`config.mk`:
```
export PLATFORM = sky130hd
export DESIGN_NAME = sbm_result_unloader
export DESIGN_NICKNAME = d
export VERILOG_FILES = /design/src/rtl/sbm_result_unloader.sv
export SDC_FILE = /design/constraint.sdc
export NUM_CORES = 2
export LEC_CHECK = 0
export BUFFER_PORTS_ARGS = -buffer_cell sky130_fd_sc_hd__buf_2
export CORE_AREA = 2 2 471 473
export CTS_CLUSTER_SIZE = 20
export DETAILED_ROUTE_END_ITERATION = 12
export DIE_AREA = 0 0 473 475
export PLACE_DENSITY_LB_ADDON = 0.2
export SLEW_MARGIN = 15
export SYNTH_ARGS = -nofsm -noshare
export SYNTH_HDL_FRONTEND = slang
export SYNTH_SLANG_ARGS = --single-unit
```
`constraint.sdc`:
```
create_clock -name clk -period 3.1 [get_ports clk]
set_input_delay 0.31 -clock clk [delete_from_list [all_inputs] [get_ports clk]]
set_output_delay 0.31 -clock clk [all_outputs]
set_load 0.02 [all_outputs]
```
`src/rtl/sbm_result_unloader.sv`:
```
// sbm_result_unloader: captures a full multiplier product in one cycle and
// streams it out as WORD-bit words over a valid/ready interface.
// Optional build macro: SBM_UNLOAD_MSW_FIRST_EN (most-significant word first).
`timescale 1ns/1ps
module sbm_result_unloader #(
  parameter int SIZEC = 1142,
  parameter int WORD  = 64,
  parameter int WORDS = 18,
  parameter int IDXW  = 5
) (
  input  logic             clk,
  input  logic             rst,
  input  logic [SIZEC-1:0] prod,
  input  logic             prod_valid,
  output logic             prod_ready,
  output logic [WORD-1:0]  out_data,
  output logic             out_valid,
  input  logic             out_ready,
  output logic [IDXW-1:0]  out_idx,
  output logic             out_last,
  output logic             busy
);

  localparam int CAPW = WORDS * WORD;

`ifdef SBM_UNLOAD_MSW_FIRST_EN
  localparam logic [IDXW-1:0] IDX_FIRST = IDXW'(WORDS - 1);
  localparam logic [IDXW-1:0] IDX_LAST  = '0;
`else
  localparam logic [IDXW-1:0] IDX_FIRST = '0;
  localparam logic [IDXW-1:0] IDX_LAST  = IDXW'(WORDS - 1);
`endif

  typedef enum logic {ST_IDLE, ST_SEND} state_t;

  state_t                     state, state_n;
  logic [IDXW-1:0]            cnt, cnt_n;
  logic                       load;
  // Capture is padded to a whole number of words; pad bits are always zero.
  logic [WORDS-1:0][WORD-1:0] cap;

  // State, counter and capture registers.
  always_ff @(posedge clk) begin
    if (rst) begin
      state <= ST_IDLE;
      cnt   <= '0;
      cap   <= '0;
    end else begin
      state <= state_n;
      cnt   <= cnt_n;
      if (load) cap <= CAPW'(prod);
    end
  end

  // Next-state: capture in idle, step the word counter on each transfer.
  always_comb begin
    state_n = state;
    cnt_n   = cnt;
    load    = 1'b0;
    case (state)
      ST_IDLE: begin
        if (prod_valid) begin
          load    = 1'b1;
          cnt_n   = IDX_FIRST;
          state_n = ST_SEND;
        end
      end
      ST_SEND: begin
        if (out_ready) begin
          if (cnt == IDX_LAST) begin
            cnt_n   = '0;
            state_n = ST_IDLE;
          end else begin
`ifdef SBM_UNLOAD_MSW_FIRST_EN
            cnt_n = cnt - IDXW'(1);
`else
            cnt_n = cnt + IDXW'(1);
`endif
          end
        end
      end
      default: state_n = ST_IDLE;
    endcase
  end

  // Outputs: word path is zeroed whenever no word is being presented.
  always_comb begin
    prod_ready = 1'b0;
    busy       = 1'b0;
    out_valid  = 1'b0;
    out_data   = '0;
    out_idx    = '0;
    out_last   = 1'b0;
    if (state == ST_IDLE) begin
      prod_ready = !rst;
    end else begin
      busy      = 1'b1;
      out_valid = 1'b1;
      out_data  = cap[cnt];
      out_idx   = cnt;
      out_last  = (cnt == IDX_LAST);
    end
  end

endmodule

```
# Word level (Yosys, flattened, before mapping)
# Index checks and enable logic that the tools add are counted.
# word_totals
reg_bits	1148
latch_bits	0
mem_bits_rw	0
rom_bits	0
inputBits	1146
out_inout_bits	73
word_cells	44
n_memories	0
# op_classes
add_sub_neg	1
n_mul	0
div	0
n_lt_le_gt_ge	1
eq_ne	3
shift	0
n_mux	16
n_bitwise	1
reduce_logical	2
# op_table
cell	n
$bmux W64 S5	1
$mux W64	2
$mux W5	4
$pmux W5 S2	1
$mux W1	7
$lt A5 B6 Y1 const B	1
$add A5 B1 Y5 const B	1
$eq A5 B5 Y1 const B	1
$ne A2 B2 Y1 const B	2
$pmux W1 S2	1
$reduce_and A2 Y1	1
$logic_not A1 Y1	1
$not A1 Y1	1

# Longest topological paths before layout
# depth
word_depth	4
ltp_mapped	12
mapped_depth_nobuf	6

# Worst setup path before layout
# No wires, ideal clock.
# synth_path
kind	register to output
startpoint	reg cnt[1]
endpoint	out out_last
t_arrival_ns	2.036
setup_slack_ns	0.754
path_stages_with_launch	11
n_path_buf	6
path_cell_list	dfxtp_1 buf_6 buf_6 buf_4 buf_2 buf_2 inv_1 ha_1 nor4bb_1 clkbuf_1 and2_1
# synth_between
elab_chain_cells	2
# synth_rtl
element	line	rtl
start, declared	37	logic [IDXW-1:0] cnt, cnt_n;
start signal, assigned	50	cnt <= cnt_n;
$eq A5 B5 Y1	101	out_last = (cnt == IDX_LAST);
$mux W1	94	if (state == ST_IDLE) begin
end, declared	20	output logic out_last,
# No other way between the ends.

# Final worst setup path
# layout_path
startpoint	reg cnt[0]
endpoint	out out_data[25]
# layout_between
elab_chain_cells	3
# layout_rtl
element	line	rtl
$bmux W64 S5	99	out_data = cap[cnt];
$mux W64 (implied by the code)	99	
$mux W64	94	
end, declared	16	output logic [WORD-1:0] out_data,
# No other way between the ends. The select of a mux whose other input is x is not followed.

==> flow_results.xml <==
<?xml version="1.0" encoding="UTF-8"?>
<metrics>
  <group name="clock_tree">
    <metric name="ctsHtreeMaxLevel" unit="">4</metric>
    <metric name="clkLatencyLatePin" unit="ns">0.79</metric>
    <metric name="cts_sinks" unit="">1148</metric>
    <metric name="maximum_buffer_depth_of_the_clock_tree" unit="">3</metric>
    <metric name="tritoncts" unit="">done</metric>
    <metric name="numCtsBuffers" unit="">141</metric>
    <metric name="path_clk_slew" unit="ns">0.06</metric>
    <metric name="cts-root-buf" unit="">clkbuf_16</metric>
  </group>
  <group name="sta">
    <metric name="hold_violations" unit="">0</metric>
    <metric name="finalSetupViolations" unit="">63</metric>
    <metric name="final_period_minus_worst_setup_slack" unit="ns">3.57</metric>
    <metric name="layout_worst_path_cycle_share" unit="%">115</metric>
    <metric name="finalSetupTns" unit="ns">-17.05</metric>
    <metric name="timing.slew.headroom" unit="%">40.4</metric>
    <metric name="layout_setup_ws" unit="ns">-0.468</metric>
    <metric name="rsz_0062_raised_after_global_routing" unit="">yes</metric>
    <metric name="clock.fmax" unit="MHz">280</metric>
    <metric name="skew" unit="ns">0.0492</metric>
    <metric name="timing_worst_slew_pin_value" unit="ns">0.890</metric>
    <metric name="maxSlewViolCount" unit="">0</metric>
  </group>
  <group name="drt">
    <metric name="detail_route.vias_per_cell" unit="">4.74</metric>
    <metric name="routed_wl" unit="mm">283</metric>
    <metric name="detail_route.wl_per_cell" unit="um">25.3</metric>
    <metric name="drt-pass1-iter-count" unit="">5</metric>
    <metric name="route.detailed.drc" unit="">0</metric>
    <metric name="drt_iter0_drc" unit="">3880</metric>
    <metric name="drt.antenna.violating_nets" unit="">0</metric>
    <metric name="dr_total_vias" unit="">53000</metric>
  </group>
  <group name="cells_and_area">
    <metric name="final_layout_size_suffix_gt1_share" unit="%">24.0</metric>
    <metric name="syn_to_final_growth" unit="%">58.6</metric>
    <metric name="net_count_final" unit="">9313</metric>
    <metric name="mostFrequentLayoutCell" unit="">nand2_1</metric>
    <metric name="design_area" unit="um2">76700</metric>
    <metric name="final_cell_mix" unit="">2,321 x nand2_1, 1,201 x a21oi_1, 1,192 x buf_2</metric>
  </group>
  <group name="global_route">
    <metric name="groute.usage.overall" unit="%">24.0</metric>
    <metric name="first_global_vias" unit="">52600</metric>
    <metric name="grt_first_pass_wirelength" unit="mm">384</metric>
    <metric name="maximum_number_of_pins_on_one_net_before_global_route_repair" unit="">168</metric>
    <metric name="globalRouteOverflowTotal" unit="">0</metric>
    <metric name="antenna_found_initial" unit="">57</metric>
  </group>
  <group name="synth">
    <metric name="postSynthRegisterBits" unit="">1148</metric>
    <metric name="avgSynthCellArea" unit="um2">8.26</metric>
    <metric name="yosysUniqueCellTypes" unit="">34</metric>
    <metric name="yosys.area.top_type" unit="">dfxtp_1</metric>
    <metric name="yosys_warnings" unit="">0</metric>
    <metric name="synth.top_cell.area_share" unit="%">47.5</metric>
    <metric name="post_synth_main_area_contributors" unit="">dfxtp_1 48%, nand2_1 18%, a21oi_1 12%, mux4_2 7.5%, mux2i_1 6.3%</metric>
    <metric name="syn-cell-area" unit="um2">48400</metric>
    <metric name="synth.yosys.seq_area_share" unit="%">47.5</metric>
    <metric name="synth_nets" unit="">7004</metric>
    <metric name="gate_count_of_the_mapped_netlist" unit="">5856</metric>
  </group>
  <group name="critical_path">
    <metric name="critical_path.startpoint_type" unit="">flop</metric>
    <metric name="setup.worst_path.class" unit="">reg2out</metric>
    <metric name="arrival_time_at_the_worst_endpoint" unit="ns">3.26</metric>
    <metric name="critical_path_peak_fanout" unit="">6</metric>
    <metric name="setup.worst_path.end_class" unit="">primary output</metric>
    <metric name="required" unit="ns">2.79</metric>
  </group>
  <group name="power_and_ir_drop">
    <metric name="power_leakage" unit="uW">0.0300</metric>
    <metric name="power.density" unit="nW/um2">520</metric>
    <metric name="fin_total_pwr" unit="uW">39800</metric>
    <metric name="vdd_drop_max" unit="uV">457</metric>
  </group>
  <group name="floorplan">
    <metric name="placement_rows" unit="">172</metric>
    <metric name="floorplan.core_area" unit="um2">219000</metric>
    <metric name="die_x" unit="um">473</metric>
    <metric name="starting_utilization_of_the_core_area" unit="%">22.1</metric>
    <metric name="die_height" unit="um">475</metric>
    <metric name="floorplan.die_area" unit="um2">225000</metric>
    <metric name="floorplan.io_pins" unit="">1219</metric>
  </group>
  <group name="run_status">
    <metric name="run_status" unit="">finished, violations left</metric>
    <metric name="failed_checks" unit="">setup timing</metric>
  </group>
  <group name="min_path">
    <metric name="worst_hold_path_type" unit="">in2reg</metric>
  </group>
  <group name="placement">
    <metric name="post-dp-hpwl" unit="mm">214</metric>
    <metric name="post_dp_cell_area" unit="um2">58000</metric>
    <metric name="place.port_buffers" unit="">1218</metric>
    <metric name="gp_congestion" unit="">0.898</metric>
  </group>
  <group name="job">
    <metric name="max-cap-violations" unit="">0</metric>
  </group>
</metrics>
-- synthesized netlist by cell type, drive strengths merged --
cell type,count
nand2,2322
a21oi,1203
dfxtp,1148
clkbuf,344
mux2i,306
mux4,162
buf,156
o221ai,54
a22oi,40
o211ai,34
nand3,21
nor2,16
a221o,10
a22o,10
and2,7
nor2b,4
nor3,4
o21ai,3
ha,2
nand3b,2
a211oi,1
inv,1
nand2b,1
nand4b,1
nor3b,1
nor4bb,1
or3,1
or3b,1
-- critical path, stage by stage, from the launching register on --
cell and delay (ns):
dfxtp_4 0.36, buf_12 0.14, buf_16 0.15, buf_12 0.13, buf_16 0.13, mux4_2 0.49
o211ai_1 0.60, o221ai_1 0.24, buf_2 0.23
-- routing by layer --
metal	wire (um)	GRT usage, %
met5	63	0
met4	16300	12.6
met3	14600	3.37
met2	131000	39.4
met1	121000	30.4
-- worst paths after layout --
kind | to | from | slack (ns) | cells past startpoint
worst min register to register | cap[193] | cap[193] | 0.45 | 2
worst max register to register | cap[52] | state | 0.55 | 7
worst max-delay path | out_data[25] | cnt[0] | -0.47 | 8
worst min-delay path | cap[1072] | prod_valid | 0.16 | 4
-- cell type report --
type,instances,area [um2]
tap,2871,3590
inverter,1,3.75
timing repair buffer,2666,21300
sequential,1148,23000
clock buffer,198,4060
clock inverter,42,688
multi-input combinational,4207,24000
fill,22700,142000
antenna,35,87.6
-- cell families after synthesis --
logic type | Yosys count | share of synthesized area [%]
DFF | 1148 | 47.5
buffers and inverters | 501 | 4.71
adders and majority gates | 2 | 0.0517
AOI/OAI and AO/OA | 1355 | 15.1
muxes | 468 | 13.9
and+or+nand+nor | 2382 | 18.7
-- power by group --
group          switching, uW  leakage (uW)  internal [uW]
combinational           3450        0.0182           2930
sequential               619       0.00943          15700
clock                   7090       0.00232          10100
total                  11200        0.0300          28700
-- registers in the layout (all words and copies together), names as in the netlist --
| signal | flops |
|---|---|
| state | 1 |
| cnt | 5 |
| cap | 1142 |
-- per-stage QoR --
stage	instances	hold slack [ns]	setup slack (ns)	utilization, %
after floorplan	5856	0.433	0.754	-
after detailed placement	9643	0.446	-0.0271	26.5
after global placement	9643	0.438	0.00221	26.5
after CTS	11100	0.0847	-0.557	34.6
after global routing	11200	0.135	-0.551	35.0
final	11200	0.156	-0.468	35.0
-- what timing repair did --
item,4_1_cts,5_1_grt
hold buffers,1171,0
pin swaps,12,21
cloned,7,4
setup endpoints to repair,65,65
setup buffers,41,27
gates resized for setup,148,72
endpoints found under the hold margin,1146,0
Power figures use the tool's default switching activity.
